[config.mk]
export PLATFORM = sky130hd
export DESIGN_NAME = shift_reg_univ
export DESIGN_NICKNAME = d
export VERILOG_FILES = /design/src/rtl/shift_reg_pkg.sv /design/src/rtl/shift_cnt.sv /design/src/rtl/shift_reg_univ.sv
export SDC_FILE = /design/constraint.sdc
export NUM_CORES = 1
export LEC_CHECK = 0
export CAP_MARGIN = 20
export CELL_PAD_IN_SITES_DETAIL_PLACEMENT = 0
export CELL_PAD_IN_SITES_GLOBAL_PLACEMENT = 2
export CORE_MARGIN = 2
export CORE_UTILIZATION = 36
export DETAILED_ROUTE_END_ITERATION = 10
export DONT_BUFFER_PORTS = 1
export GPL_TIMING_DRIVEN = 0
export PLACE_DENSITY_LB_ADDON = 0.1
export SYNTH_ARGS = -nofsm -noshare
export SYNTH_HDL_FRONTEND = slang
export SYNTH_SLANG_ARGS = --single-unit
[constraint.sdc]
create_clock -name CLK -period 4.4 [get_ports CLK]
set_clock_uncertainty 0.05 [all_clocks]
set_input_delay 1.32 -clock CLK [delete_from_list [all_inputs] [get_ports CLK]]
set_output_delay 1.32 -clock CLK [all_outputs]
set_load 0.01 [all_outputs]
[src/rtl/shift_reg_pkg.sv]
`default_nettype none
// ============================================================================
//  Module      : shift_reg_pkg
//  Description : Operation encoding and helpers for the universal register.
//  Revision    : 1.0
// ============================================================================
package shift_reg_pkg;

    localparam int MODE_W = 3;

    typedef enum logic [MODE_W-1:0] {
        HOLD = 3'd0,
        LOAD = 3'd1,
        SHL  = 3'd2,
        SHR  = 3'd3,
        ROL  = 3'd4,
        ROR  = 3'd5,
        CLR  = 3'd6,
        RSVD = 3'd7
    } mode_t;

    // Shifts and rotates are the only operations that advance the shift count.
    function automatic logic is_shift(input mode_t m);
        return (m == SHL) || (m == SHR) || (m == ROL) || (m == ROR);
    endfunction

    // LOAD and CLR restart the shift count.
    function automatic logic is_restart(input mode_t m);
        return (m == LOAD) || (m == CLR);
    endfunction

endpackage
`default_nettype wire

[src/rtl/shift_cnt.sv]
`default_nettype none
// ============================================================================
//  Module      : shift_cnt
//  Description : Saturating up-counter with synchronous active-low reset,
//                clear, increment enable and an at-max flag.
//  Revision    : 1.0
// ============================================================================
module shift_cnt #(
    parameter int MAX = 8,
    parameter int CW  = $clog2(MAX + 1)
) (
    input  logic          CLK,
    input  logic          N_RESET,
    input  logic          i_clr,
    input  logic          i_inc,
    output logic [CW-1:0] o_cnt,
    output logic          o_done
);

    localparam logic [CW-1:0] c_max = CW'(MAX);
    localparam logic [CW-1:0] c_one = CW'(1);

    logic [CW-1:0] r_cnt;
    logic          w_at_max;

    assign w_at_max = (r_cnt == c_max);

    // Clear outranks increment; the count sticks at MAX instead of wrapping.
    always_ff @(posedge CLK) begin
        if (!N_RESET) begin
            r_cnt <= '0;
        end else if (i_clr) begin
            r_cnt <= '0;
        end else if (i_inc && !w_at_max) begin
            r_cnt <= r_cnt + c_one;
        end
    end

    assign o_cnt  = r_cnt;
    assign o_done = w_at_max;

endmodule
`default_nettype wire

[src/rtl/shift_reg_univ.sv]
`default_nettype none
// ============================================================================
//  Module      : shift_reg_univ
//  Description : N-bit universal register: load, shift, rotate, clear, with a
//                saturating shift counter and DONE flag for serial links.
//  Revision    : 1.0
// ============================================================================
module shift_reg_univ
    import shift_reg_pkg::*;
#(
    parameter  int N  = 8,
    localparam int CW = $clog2(N + 1)
) (
    input  logic              CLK,
    input  logic              N_RESET,
    input  logic              EN,
    input  logic [MODE_W-1:0] MODE,
    input  logic [N-1:0]      D,
    input  logic              SER_IN_L,
    input  logic              SER_IN_R,
    output logic [N-1:0]      Q,
    output logic              SER_OUT_L,
    output logic              SER_OUT_R,
    output logic [CW-1:0]     CNT,
    output logic              DONE
);

    mode_t        w_mode;
    logic [N-1:0] r_q;
    logic [N-1:0] w_q_next;
    logic         w_cnt_clr;
    logic         w_cnt_inc;

    assign w_mode = mode_t'(MODE);

    // HOLD and the reserved code both fall through to the default hold.
    always_comb begin
        w_q_next = r_q;
        case (w_mode)
            LOAD:    w_q_next = D;
            SHL:     w_q_next = {r_q[N-2:0], SER_IN_L};
            SHR:     w_q_next = {SER_IN_R, r_q[N-1:1]};
            ROL:     w_q_next = {r_q[N-2:0], r_q[N-1]};
            ROR:     w_q_next = {r_q[0], r_q[N-1:1]};
            CLR:     w_q_next = '0;
            default: w_q_next = r_q;
        endcase
    end

    always_ff @(posedge CLK) begin
        if (!N_RESET) begin
            r_q <= '0;
        end else if (EN) begin
            r_q <= w_q_next;
        end
    end

    assign w_cnt_clr = EN && is_restart(w_mode);
    assign w_cnt_inc = EN && is_shift(w_mode);

    shift_cnt #(
        .MAX (N),
        .CW  (CW)
    ) u_shift_cnt (
        .CLK     (CLK),
        .N_RESET (N_RESET),
        .i_clr   (w_cnt_clr),
        .i_inc   (w_cnt_inc),
        .o_cnt   (CNT),
        .o_done  (DONE)
    );

    assign Q         = r_q;
    assign SER_OUT_L = r_q[N-1];
    assign SER_OUT_R = r_q[0];

endmodule
`default_nettype wire

==> results of run 1 <==
[worst min-delay path, stage by stage, from the launching register on]
cell and delay, ns:
dfxtp_1 0.39, nand2_1 0.08, o22ai_1 0.07
[state kept, by name, summed over array words and instances (netlist names)]
name and flops:
u_shift_cnt.o_cnt 4, Q 8
[where the power goes]
part | total, mW | leakage, nW | internal, mW | switching [mW]
combinational | 0.0544 | 0.236 | 0.0255 | 0.0289
clock | 0.0889 | 0.0210 | 0.0503 | 0.0386
sequential | 0.128 | 0.0984 | 0.116 | 0.0126
total | 0.272 | 0.356 | 0.192 | 0.0801
[synth_stat cells]
cell type  count  area, µm²
buf_4          2       15.0
a221oi_1       1       8.76
clkbuf_1       1       3.75
nand3_1        1       5.00
or3_4          1       11.3
inv_1          4       15.0
and3b_2        1       10.0
and3_4         1       11.3
buf_6          3       33.8
nand2b_1       2       12.5
mux2i_1        8       80.1
xnor2_4        1       27.5
a21oi_1       14       70.1
nor2_1        14       52.6
o311ai_0       1       8.76
ha_1           2       25.0
and3b_1        1       8.76
nor3_1         2       10.0
o211ai_1       2       15.0
xnor2_1        2       17.5
o21a_1         1       7.51
dfxtp_1       12        240
buf_2          2       10.0
nand3b_1       1       7.51
o21ai_0        8       40.0
nand2_1        3       11.3
nor3_4         1       16.3
o22ai_1        2       12.5
or2_1          1       6.26
or3b_1         1       8.76
[cell families after synthesis]
logic type,synth area share (%)
AND/OR/NAND/NOR,21.4
multiplexers,9.98
XOR/XNOR,5.62
buffers and inverters,9.67
flip-flops,30.0
adder cells (fa/ha/maj),3.12
AO/OA/AOI/OAI,20.3
[per-layer routing]
metal | up-vias | GRT usage (%) | share of wire (%)
met5 | - | 0 | 0
met4 | 0 | 5.41 | 0.43
met3 | 2 | 5.85 | 8.4
met2 | 21 | 24.9 | 44
met1 | 299 | 20.8 | 48
li1 | 345 | - | -
[area by class of cell]
cell class,instances,area [µm²]
buffer,8,62.6
clock buffer,4,36.3
fill,235,1270
inverter,4,15.0
multi-input combinational,72,484
sequential,12,240
tap,28,35.0
[placed cells by master (no fill, tap or decap), types with 2 or more instances in the layout]
cell type / count
buf_4: 2
xnor2_1: 2
o22ai_1: 2
clkbuf_4: 3
nand2_1: 3
o211ai_1: 2
mux2i_1: 8
nor3_1: 2
buf_6: 3
nand2b_1: 2
inv_1: 4
nor2_1: 14
dfxtp_1: 12
o21ai_0: 8
buf_2: 2
ha_1: 2
a21oi_1: 14
[worst min-delay path by stage]
stage,from,to,slack (ns)
2_1_floorplan,Q[0],Q[0],0.47
4_1_cts,Q[7],Q[7],0.54
3_5_place_dp,Q[7],Q[7],0.53
6_report,Q[7],Q[7],0.53
5_1_grt,Q[7],Q[7],0.58
3_3_place_gp,Q[0],Q[0],0.52
[metrics by stage]
step                util, %  hold WS, ns  setup slack [ns]  power (mW)  std cells
floorplan                 -        0.472              2.07       0.174         96
global placement       39.0        0.522              1.93       0.185        124
detailed placement     39.0        0.529              1.91       0.186        124
CTS                    40.7        0.541              1.79       0.276        128
global route           40.7        0.575              1.74       0.288        128
finish                 40.7        0.529              1.81       0.272        128
==> results.sh, run 1 <==
export IMPL_outcome="completed"
export IMPL_grt_pass1_wl_um=3120
export IMPL_worstPathCellList="inv_1 > ha_1 > and3b_1"
export IMPL_rows=17
export IMPL_yosysWarnings=0
export IMPL_r2r_cells=6
export IMPL_grt_pass1_vias=672
export IMPL_crit_path_end="DONE"
export IMPL_cts_resized=0
export IMPL_path_depth=3
export IMPL_clk_pin_slew_worst_paths_ns=0.08
export IMPL_drc=0
export IMPL_period_share_pct=58.9
export IMPL_drt_iter0_drc=12
export IMPL_areaGrowthSynthToFinish_pct=8.89
export IMPL_fin_tns_setup_ns=0
export IMPL_postRouteAntennaNets=0
export IMPL_gp_congestion=0.700
export IMPL_finalCriticalPeriod_ns=2.59
export IMPL_crit_buf_inv=1
export IMPL_fmax_ghz=0.386
export IMPL_cts_buffers=3
export IMPL_postPlaceCellArea_um2=837
export IMPL_setup_viol=0
export IMPL_hold_path_depth=2
export IMPL_cts_max_path_buffers=2
export IMPL_cts_sinks=12
export IMPL_path_class="reg2out"
export IMPL_max_slew_margin_rel_pct=64.7
export IMPL_wire_per_inst_um=14.6
export IMPL_endpoint_kind="primary output"
export IMPL_synth_area_per_cell_um2=8.35
export IMPL_drv_slew=0
export IMPL_hpwl_um=1410
export IMPL_reg2reg_setup_slack_ns=2.66
export IMPL_crit_start="u_shift_cnt.o_cnt[0]"
export IMPL_core_um2=2150
export IMPL_grt_max_degree=11
export IMPL_hp_class="reg2reg"
export IMPL_vias=667
export IMPL_crit_path_top_delay_cell="dfxtp_1"
export IMPL_report_final_hold_viol_count=0
export IMPL_cts_tree="built"
export IMPL_cp_max_fo=4
export IMPL_yosysUniqueCellTypes=30
export IMPL_syn_nets=114
export IMPL_stdcell_area_um2=873
export IMPL_clkLatencyLatePin_ns=0.27
export IMPL_drv_cap=0
export IMPL_dieArea_um2=2620
export IMPL_arrival_ns=1.22
export IMPL_rsz0062_at_grt="no"
export IMPL_slowest_delay_ns=0.43
export IMPL_root_buffer="clkbuf_4"
export IMPL_n_antenna_cell=0
export IMPL_postRouteWirelength_um=1870
export IMPL_cts_setup_buffers=0
export IMPL_overflow=0
export IMPL_p_leak_nw=0.356
export IMPL_rr_startpoint="u_shift_cnt.o_cnt[0]"
export IMPL_nNetsFinal=119
export IMPL_r2r_end="u_shift_cnt.o_cnt[1]"
export IMPL_syn_inst=96
export IMPL_syn_area_um2=802
export IMPL_cp_start_kind="flip-flop"
export IMPL_ys_seq_area_share_pct=30.0
export IMPL_port_buffers=0
export IMPL_die_w_um=51.2
export IMPL_tightest_slew_ns=0.524
export IMPL_die_h_um=51.2
export IMPL_globalRouteTotalUtil_pct=16.2
export IMPL_cp_data_required_time_ns=3.03
export IMPL_drive_above_1_share_pct=16.0
export IMPL_postCtsHoldBufs=0
export IMPL_powerDensity_nw_per_um2=311
export IMPL_peakVddDrop_mv=0.182
export IMPL_viasPerCell=5.21
export IMPL_htreeDepth=1
export IMPL_initial_utilization_pct=37.3
export IMPL_ys_seq_elements=12
export IMPL_first_pass_iters=4
export IMPL_ios=31
export IMPL_path_delay_family="flip-flops"
export IMPL_grt_antenna_before_repair=0
Power figures use the tool's default switching activity.
==> run 2: changes to the inputs <==
Settings changed: ABC_AREA set to 1, CORE_UTILIZATION 36 to 29.
Clock period 4.4 ns to 2.7 ns, I/O delays scaled along.
==> results.sh, run 2 <==
export IMPL_outcome="completed"
export IMPL_nNetsFinal=151
export IMPL_seqPwrFrac_pct=49.0
export IMPL_n_antenna_cell=0
export IMPL_fillCellCount=288
export IMPL_wire_per_inst_um=12.9
export IMPL_path_class="reg2out"
export IMPL_globalRouteTotalUtil_pct=13.5
export IMPL_clkLatencyLatePin_ns=0.27
export IMPL_layout_common_cells="nand2_1, a21oi_1, inv_1"
export IMPL_ys_seq_elements=12
export IMPL_crit_buf_inv=1
export IMPL_vias=805
export IMPL_cts_setup_buffers=0
export IMPL_first_pass_iters=4
export IMPL_syn_inst=128
export IMPL_netlist_area_leader_share_pct=31.2
export IMPL_max_slew_margin_rel_pct=74.7
export IMPL_ys_flop_type="dfxtp_1"
export IMPL_postCtsHoldBufs=0
export IMPL_port_buffers=0
export IMPL_yosysUniqueCellTypes=17
export IMPL_areaGrowthSynthToFinish_pct=9.58
export IMPL_synth_top_area_cell="dfxtp_1"
export IMPL_ios=31
export IMPL_syn_nets=146
export IMPL_synthTopCellsByArea="dfxtp_1, nand2_1, a21oi_1"
export IMPL_drive_above_1_share_pct=10.6
export IMPL_setup_viol=0
export IMPL_drv_slew=0
export IMPL_multi_input_area_um2=443
export IMPL_drv_cap=0
export IMPL_fin_tns_setup_ns=0
export IMPL_top_usage_layer="met2"
export IMPL_period_share_pct=75.8
export IMPL_postRouteAntennaNets=0
export IMPL_switching_share_pct=29.9
export IMPL_path_delay_family="flip-flops"
export IMPL_switchingPower_uw=125
export IMPL_htreeDepth=1
export IMPL_post_place_ws_ns=0.929
export IMPL_syn_area_um2=771
export IMPL_cts_tree="built"
export IMPL_clk_pin_slew_worst_paths_ns=0.08
export IMPL_fmax_ghz=0.489
export IMPL_p_leak_nw=0.388
export IMPL_cp_max_fo=5
export IMPL_cp_data_required_time_ns=1.84
export IMPL_pwr_share_clk_pct=35.1
export IMPL_core_um2=2500
export IMPL_postRouteWirelength_um=2090
export IMPL_cts_buffers=3
export IMPL_ys_seq_area_share_pct=31.2
export IMPL_synth_top_cells_by_count="nand2_1, a21oi_1, inv_1, dfxtp_1, nor2_1"
export IMPL_regArea_um2=240
export IMPL_synth_edf_count=0
export IMPL_cp_start_kind="flip-flop"
export IMPL_rsz0062_at_grt="no"
export IMPL_grtUsageMet1_pct=17.0
export IMPL_cts_max_path_buffers=2
export IMPL_use_met2_pct=22.3
export IMPL_cts_sinks=12
export IMPL_tightest_slew_ns=0.377
export IMPL_p_comb_share_pct=15.9
export IMPL_grt_antenna_before_repair=0
export IMPL_slowest_delay_ns=0.38
export IMPL_gp_congestion=0.774
export IMPL_dieArea_um2=3090
export IMPL_largest_register_ffs=8
export IMPL_yosysWarnings=0
export IMPL_viasPerCell=4.97
export IMPL_worstPathCellList="inv_1 > ha_1 > nand2_1 > nor2_1"
export IMPL_report_final_hold_viol_count=0
export IMPL_hpwl_um=1570
export IMPL_rows=18
export IMPL_drt_iter0_drc=34
export IMPL_powerDensity_nw_per_um2=494
export IMPL_die_h_um=55.6
export IMPL_overflow=0
export IMPL_endpoint_kind="primary output"
export IMPL_hp_class="reg2reg"
export IMPL_synth_most_common_cell="nand2_1"
export IMPL_crit_path_top_delay_cell="dfxtp_1"
export IMPL_finalCriticalPeriod_ns=2.05
export IMPL_grt_pass1_vias=720
export IMPL_synth_area_per_cell_um2=6.02
export IMPL_root_buffer="clkbuf_4"
export IMPL_intPower_uw=293
export IMPL_async_flop_share_pct=0
export IMPL_final_common_cell="nand2_1"
export IMPL_arrival_ns=1.19
export IMPL_drc=0
export IMPL_die_w_um=55.6
export IMPL_grt_max_degree=11
export IMPL_cts_resized=0
export IMPL_grt_pass1_wl_um=3340
export IMPL_layout_setup_ws_ns=0.654
export IMPL_met3_usage_pct=3.75
export IMPL_peakVddDrop_mv=0.238
export IMPL_initial_utilization_pct=30.8
## run 2: power by group through the flow
stage | combinational [mW] | sequential, mW | clock, mW
final | 0.0663 | 0.205 | 0.146
after global routing | 0.0766 | 0.207 | 0.160
after CTS | 0.0670 | 0.205 | 0.152
after detailed placement | 0.0667 | 0.209 | 0
after global placement | 0.0666 | 0.210 | 0
after floorplan | 0.0536 | 0.205 | 0
## run 2: final cells by class
| class | count | area share (%) |
|---|---|---|
| buffer | 3 | 2.37 |
| clock buffer | 4 | 4.30 |
| inverter | 18 | 8.00 |
| multi-input combinational | 95 | 52.4 |
| sequential | 12 | 28.4 |
| tap | 30 | 4.44 |
## run 2: cells by family after synthesis
logic type / count (synthesis) / synth area share (%)
xor gates and xnor gates: 2 / 2.27
buffers and inverters: 21 / 11.4
adders and majority gates: 2 / 3.25
DFF: 12 / 31.2
and+or+nand+nor: 62 / 31.7
AOI/OAI and AO/OA: 29 / 20.3
## run 2: per-stage QoR
step	cells	power (mW)	utilization (%)	cell area (µm²)	hold slack, ns
final	162	0.417	33.8	845	0.513
after global routing	162	0.444	33.8	845	0.553
after CTS	162	0.424	33.8	845	0.516
after detailed placement	158	0.276	32.3	808	0.505
after global placement	158	0.276	32.3	808	0.500
after floorplan	128	0.259	-	771	0.470
## run 2: worst paths after layout
check                       startpoint                    to  slack (ns)  cells past startpoint
setup reg to reg  u_shift_cnt.o_cnt[0]  u_shift_cnt.o_cnt[2]        1.16                      9
hold reg to reg                   Q[0]                  Q[0]        0.51                      2
hold / removal                    Q[0]                  Q[0]        0.51                      2
setup / recovery  u_shift_cnt.o_cnt[0]                  DONE        0.65                      4
## run 2: routing by layer
metal / part of all wire [%] / up-vias / wire length (µm)
met3: 5.4 / 4 / 112
met2: 46 / 22 / 952
met4: 1.2 / 0 / 25
met1: 48 / 364 / 996
li1: - / 415 / -
met5: 0 / - / 0
## run 2: worst register-to-register path, cell delays in order (launching register included)
cell	delay (ns)
dfxtp_1	0.46
inv_1	0.09
ha_1	0.20
nand2_1	0.06
nor2_1	0.08
nor2_1	0.10
nand2_1	0.15
inv_2	0.11
nand2_1	0.05
a21oi_1	0.12
